===== config.mk =====
export PLATFORM = sky130hd
export DESIGN_NAME = spi_flash_reader
export DESIGN_NICKNAME = d
export VERILOG_FILES = /design/src/rtl/spi_flash_reader.sv
export SDC_FILE = /design/constraint.sdc
export NUM_CORES = 1
export LEC_CHECK = 0
export ABC_AREA = 1
export CORE_UTILIZATION = 35
export CTS_CLUSTER_DIAMETER = 80
export DETAILED_ROUTE_END_ITERATION = 10
export GPL_TIMING_DRIVEN = 0
export SLEW_MARGIN = 20
export SYNTH_ARGS = -nofsm -noshare
export SYNTH_HDL_FRONTEND = slang
export SYNTH_SLANG_ARGS = --single-unit

===== constraint.sdc =====
create_clock -name clk -period 3.8 [get_ports clk]
set_input_delay 0.57 -clock clk [delete_from_list [all_inputs] [get_ports clk]]
set_output_delay 0.57 -clock clk [all_outputs]
set_load 0.05 [all_outputs]

===== src/rtl/spi_flash_reader.sv =====
// Read sequencer for a W25Q-series SPI flash sitting in front of a byte-level SPI controller.
// Sends opcode, 24-bit address, optional dummy bytes, then streams len bytes over valid/ready.
module spi_flash_reader #(
   parameter logic [7:0] CMD_READ    = 8'h03,
   parameter int         DUMMY_BYTES = 0
) (
   input  logic        clk,
   input  logic        reset,
   input  logic        req,
   input  logic [23:0] addr,
   input  logic [15:0] len,
   output logic        busy,
   output logic        done,
   output logic [7:0]  rd_data,
   output logic        rd_valid,
   input  logic        rd_ready,
   output logic        spi_load,
   output logic [15:0] spi_in,
   input  logic [15:0] spi_out
);

   typedef enum logic [3:0] {
      IDLE, PRE_DESEL, CMD, ADDR, DUMMY, DATA, HOLD, END_DESEL, DONE
   } state_t;

   typedef enum logic [1:0] {P_ISSUE, P_GUARD, P_WAIT} phase_t;

   localparam logic [15:0] DESEL_WORD = 16'h0100;
   localparam logic [7:0]  DUMMY_LAST = (DUMMY_BYTES > 0) ? 8'(DUMMY_BYTES - 1) : 8'd0;

   state_t      state;
   phase_t      phase;
   logic [23:0] addr_q;
   logic [15:0] remaining;
   logic [1:0]  addr_cnt;
   logic [7:0]  dummy_cnt;
   logic        need_desel;
   logic        byte_done;
   logic        unused_status;

   // The controller's busy flag lags the load strobe, so it is only trusted after the guard cycle.
   assign byte_done     = (phase == P_WAIT) && !spi_out[15];
   assign unused_status = ^spi_out[14:8];

   always_ff @(posedge clk or posedge reset) begin
      if (reset) begin
         state      <= IDLE;
         phase      <= P_WAIT;
         addr_q     <= '0;
         remaining  <= '0;
         addr_cnt   <= '0;
         dummy_cnt  <= '0;
         need_desel <= 1'b1;
         busy       <= 1'b0;
         done       <= 1'b0;
         rd_data    <= '0;
         rd_valid   <= 1'b0;
         spi_load   <= 1'b0;
         spi_in     <= '0;
      end else begin
         spi_load <= 1'b0;
         done     <= 1'b0;
         if (phase == P_ISSUE)
            phase <= P_GUARD;
         else if (phase == P_GUARD)
            phase <= P_WAIT;

         case (state)
            IDLE: begin
               // A request coinciding with the done pulse belongs to the finished transaction.
               if (req && !done) begin
                  addr_q    <= addr;
                  remaining <= len;
                  busy      <= 1'b1;
                  if (len == 16'd0) begin
                     state <= DONE;
                  end else if (need_desel) begin
                     state      <= PRE_DESEL;
                     spi_load   <= 1'b1;
                     spi_in     <= DESEL_WORD;
                     phase      <= P_ISSUE;
                     need_desel <= 1'b0;
                  end else begin
                     state    <= CMD;
                     spi_load <= 1'b1;
                     spi_in   <= {8'h00, CMD_READ};
                     phase    <= P_ISSUE;
                  end
               end
            end

            PRE_DESEL: begin
               if (phase == P_GUARD) begin
                  state    <= CMD;
                  spi_load <= 1'b1;
                  spi_in   <= {8'h00, CMD_READ};
                  phase    <= P_ISSUE;
               end
            end

            CMD: begin
               if (byte_done) begin
                  state    <= ADDR;
                  addr_cnt <= 2'd0;
                  spi_load <= 1'b1;
                  spi_in   <= {8'h00, addr_q[23:16]};
                  phase    <= P_ISSUE;
               end
            end

            ADDR: begin
               if (byte_done) begin
                  spi_load <= 1'b1;
                  phase    <= P_ISSUE;
                  if (addr_cnt == 2'd2) begin
                     spi_in    <= 16'h0000;
                     dummy_cnt <= 8'd0;
                     state     <= (DUMMY_BYTES > 0) ? DUMMY : DATA;
                  end else begin
                     addr_cnt <= addr_cnt + 2'd1;
                     spi_in   <= {8'h00, (addr_cnt == 2'd0) ? addr_q[15:8] : addr_q[7:0]};
                  end
               end
            end

            DUMMY: begin
               if (byte_done) begin
                  spi_load <= 1'b1;
                  spi_in   <= 16'h0000;
                  phase    <= P_ISSUE;
                  if (dummy_cnt == DUMMY_LAST)
                     state <= DATA;
                  else
                     dummy_cnt <= dummy_cnt + 8'd1;
               end
            end

            DATA: begin
               if (byte_done) begin
                  rd_data  <= spi_out[7:0];
                  rd_valid <= 1'b1;
                  state    <= HOLD;
               end
            end

            HOLD: begin
               if (rd_ready) begin
                  rd_valid  <= 1'b0;
                  remaining <= remaining - 16'd1;
                  spi_load  <= 1'b1;
                  phase     <= P_ISSUE;
                  if (remaining > 16'd1) begin
                     state  <= DATA;
                     spi_in <= 16'h0000;
                  end else begin
                     state      <= END_DESEL;
                     spi_in     <= DESEL_WORD;
                     need_desel <= 1'b0;
                  end
               end
            end

            END_DESEL: begin
               if (phase == P_GUARD)
                  state <= DONE;
            end

            DONE: begin
               done  <= 1'b1;
               busy  <= 1'b0;
               state <= IDLE;
            end

            default: state <= IDLE;
         endcase
      end
   end

endmodule


Yosys cells after proc, flatten, opt, wreduce, memory -nomap -nowiden:

Cells that the tools add are included.
Widths: inputs -> output; s select.

* bits in registers: 85
* output and inout bits: 28
* input port bits: 60
* logic and storage cells: 131

* $add $sub $neg: 3
* $lt $le $gt $ge: 1
* eq/ne operators: 25
* multiplexer cells: 63
* reductions and logical operators: 26

Operator list (count)
* $mux 16: 9
* $pmux 16 s6: 1
* $mux 8: 6
* $mux 4: 11
* $pmux 16 s2: 1
* $pmux 4 s8: 1
* $ne 2x2->1 const B: 14
* $mux 2: 12
* $mux 9: 2
* $eq 4x3->1 const B: 4
* $gt 16x1->1 const B: 1
* $logic_not 16->1: 1
* $pmux 8 s2: 1
* $sub 16x1->16 const B: 1
* $mux 1: 13
* $reduce_and 10->1: 1
* $reduce_and 5->1: 2
* $reduce_bool 2->1: 5
* $add 8x1->8 const B: 1
* $eq 4x2->1 const B: 2
* $logic_not 8->1: 1
* $pmux 2 s4: 1
* $reduce_and 8->1: 1
* $pmux 1 s2: 3
* 16 further kinds: 23

Logic depth before layout (Yosys ltp):

* word-level depth: 6
* depth in mapped cells: 11

Worst setup path after synthesis:

No wires, ideal clock.

* path type: reg-to-reg
* start point: register done
* end point: register phase[0]
* data required time: 3678 ps
* arrival time: 1483 ps
* setup slack: 2195 ps
* setup time: 122 ps
* path buffers: 1
* clock period less this slack: 1605 ps
* stages on the path, launching flop included: 7
* cell sequence: dfrtp_1 -> nor2_1 -> nand2_8 -> inv_2 -> nand2_1 -> buf_2 -> nor3b_1

* word-level cells in the longest chain between the ends: 4

Ends and longest elaborated chain
* from (decl): RTL line 13 `output logic done,`
* from (signal assigned): RTL line 55 `done <= 1'b0;`
* from (signal assigned): RTL line 62 `done <= 1'b0;`
* from (signal assigned): RTL line 169 `done <= 1'b1;`
* $logic_not 1->1: RTL line 71 `if (req && !done) begin`
* $logic_and 1x1->1: RTL line 71
* $mux 2: RTL line 71
* $pmux 2 s4: RTL line 68 `case (state)`
* to (signal assigned): RTL line 64 `phase <= P_GUARD;`
* to (signal assigned): RTL line 66 `phase <= P_WAIT;`
* to (signal assigned): RTL line 81 `phase <= P_ISSUE;`
* to (decl): RTL line 32 `phase_t phase;`

No other way between the ends.
A chain may end at the register's enable or synchronous reset.

Final worst setup path:

* start point: register busy
* end point: output busy

RTL lines
* from (decl): RTL line 12 `output logic busy,`
* from (signal assigned): RTL line 54 `busy <= 1'b0;`
* from (signal assigned): RTL line 74 `busy <= 1'b1;`
* from (signal assigned): RTL line 170 `busy <= 1'b0;`

No word-level cell between the ends.

==> impl_metrics.yaml <==
status:
  outcome: "complete, no violations"
global_routing:
  groute.usage.overall: 0.180
  grt_antenna_before_repair: 0
  grt-ovfl-total: 0
  grt_max_degree: 45
  grt_pass1_wl_um: 18200
  grt_pass1_vias: 3861
yosys:
  synth_cell_types: 37
  netlist.area_leader.share: 0.430
  synth_most_common_cell: "nand2_1"
  async_flop_share: 1.00
  post-synth-top-area-cell: "dfrtp_1"
  seq_area_frac_synth: 0.442
  synth_edf_count: 0
  syn_inst: 592
  ys_warn_count: 0
  synth_top_cells_by_count: "198 x nand2_1, 76 x dfrtp_1, 63 x nor2_1"
  ys_ff_latch: 78
  syn_area_per_cell_um2: 7.46
  ys_top_cells_by_area: "dfrtp_1 43%, nand2_1 17%, nor2_1 5.4%"
  syn_area_mm2: 0.00442
  synth_ff_type: "dfrtp_1"
cells_and_area:
  fin_util: 0.469
  antennaDiodeCount: 0
  drive_above_1_share: 0.0990
  area_delta_synth_final_pct: 29.0
  fin_nets: 752
timing:
  hold_ws_ps: 477
  grt_setup_unrepaired: "false"
  finalHoldViolCount: 0
  finalCritPeriodShare: 0.552
  finalSetupViolCount: 0
  drv_slew: 0
  setup_ws_ps: 1700
  tightest_slew_ps: 589
  clock_skew_ps: 3.53
  min_period_ps: 2100
  setup-tns-final_ps: 0
  fmax_mhz: 477
  relSlewSlack: 0.608
clock_tree:
  insertion_delay_ps: 340
  post_cts_resized: 0
  cts_buffers: 9
  clockBufferDepth: 2
  holdBufCountCts: 0
  path_clk_slew_ps: 60
  post-cts-setup-buffers: 0
  htreeDepth: 3
  clock_sinks: 78
  cts_tree: "done"
  clock-root-buffer: "clkbuf_16"
critical_path:
  path_delay_family: "buffers and inverters"
  arrival_ps: 1530
  critPathLaunchType: "flop"
  cp_slowest_cell: "clkdlybuf4s50_1"
  ff2ff_setup_slack_ps: 1830
  crit_type: "reg -> out"
  crit_required_ps: 3230
  path_cells: "clkdlybuf4s50_1"
  critical-path-max-stage-delay_ps: 830
  cp-end-kind: "output pin"
  worst-path-buf-inv: 1
  crit_fanout: 2
power:
  swShare: 0.446
  seq_power_share: 0.318
  p_int_mw: 2.50
  p_per_area_mw_per_mm2: 792
  power.switching_mw: 2.01
  leakage_nw: 2.79
  power_frac_clock: 0.188
  share_comb_of_total_power: 0.494
  irDropWorstVdd_v: 0.000351
  totalPowerFinal_mw: 4.52
worst_hold_path:
  hp-class: "reg -> reg"
floorplanning:
  core_area_mm2: 0.0122
  start_util: 0.363
  ios: 88
  rows: 40
  die_area_mm2: 0.0131
  die_w_um: 114
  die_y_um: 114
detailed_routing:
  via_per_inst: 4.75
  wl_met1_um: 4910
  wl_per_cell_um: 12.8
  routed-wl-met3_um: 620
  wl_met2_um: 5250
  highest_layer: "met4"
  finalWirelength_um: 11000
  vias: 4065
  drt_iter0_drc: 260
  antenna_left: 0
  dr.pass1.iters: 5
  drc_errors: 0
placed_design:
  dp_hpwl_um: 8160
  io_buffers: 73
  place_ws_ps: 1470
  gp_congestion: 0.854
job:
  drv_cap: 0
## logic make-up after synthesis
| family | share of synthesized area |
|---|---|
| buffers and inverters | 0.0832 |
| muxes | 0.0340 |
| other | 0.000849 |
| adders and majority gates | 0.0255 |
| AOI/OAI and AO/OA | 0.0813 |
| xor gates and xnor gates | 0.00793 |
| and+or+nand+nor | 0.325 |
| DFF | 0.442 |
## power groups by stage
stage / clock network [mW] / logic [mW] / registers, mW
3_3_place_gp: 0 / 2.19 / 1.43
3_5_place_dp: 0 / 2.22 / 1.44
2_1_floorplan: 0 / 1.32 / 1.70
5_1_grt: 0.907 / 2.48 / 1.48
6_report: 0.851 / 2.23 / 1.43
4_1_cts: 0.882 / 2.24 / 1.43
## metal layers
layer | global-route usage | up-vias
met1 | 0.225 | 1886
met3 | 0.0413 | 16
li1 | - | 2040
met2 | 0.294 | 123
met5 | 0 | -
met4 | 0.0857 | 0
## placed cells by master (no fill, tap or decap), types with 5 or more instances in the layout
cell type	netlist	final
nand2_1	198	198
dfrtp_1	76	76
clkdlybuf4s50_1	0	73
nor2_1	63	63
inv_1	58	57
nand3_1	43	43
o21ai_0	36	36
o21ai_1	10	10
buf_2	9	9
ha_1	9	9
clkbuf_16	0	9
mux2_2	8	8
o22ai_1	8	8
a21oi_1	7	7
buf_4	7	7
conb_1	1	7
nand2_2	6	6
mux2i_1	6	6
inv_2	5	5
## metrics by stage
step	std cells	instance area, µm²
2_1_floorplan	598	4440
3_3_place_gp	839	5380
3_5_place_dp	840	5410
4_1_cts	855	5700
5_1_grt	855	5700
6_report	855	5700
## path summary, 6_finish.rpt
check,cells past startpoint,from,endpoint
min reg2reg,2,addr_q[15]$_DFFE_PP0P_,addr_q[15]$_DFFE_PP0P_
max reg2reg,5,phase[1]$_DFF_PP1_,rd_data[3]$_DFFE_PP0P_
max in group asynchronous,3,reset,phase[1]$_DFF_PP1_
min,2,addr_q[15]$_DFFE_PP0P_,addr_q[15]$_DFFE_PP0P_
max,1,busy$_DFFE_PP0P_,busy
min in group asynchronous,2,reset,rd_data[3]$_DFFE_PP0P_
## state kept, by name, indices dropped and copies added, names as in the netlist
| register | cells |
|---|---|
| addr_cnt | 2 |
| addr_q | 24 |
| busy | 1 |
| done | 1 |
| dummy_cnt | 8 |
| need_desel | 1 |
| phase | 2 |
| rd_data | 8 |
| rd_valid | 1 |
| remaining | 16 |
| spi_in | 9 |
| spi_load | 1 |
| state | 4 |
## cell type report
type	instances	area (µm²)
fillers	1212	6460
plain buffers	21	131
clock inverters	4	47.5
multi-input cells	436	2120
repair buffers	74	758
flip-flops and latches	78	1950
clock buffers	11	243
well taps	168	210
inverters	63	239
(Power assumes the default switching activity.)
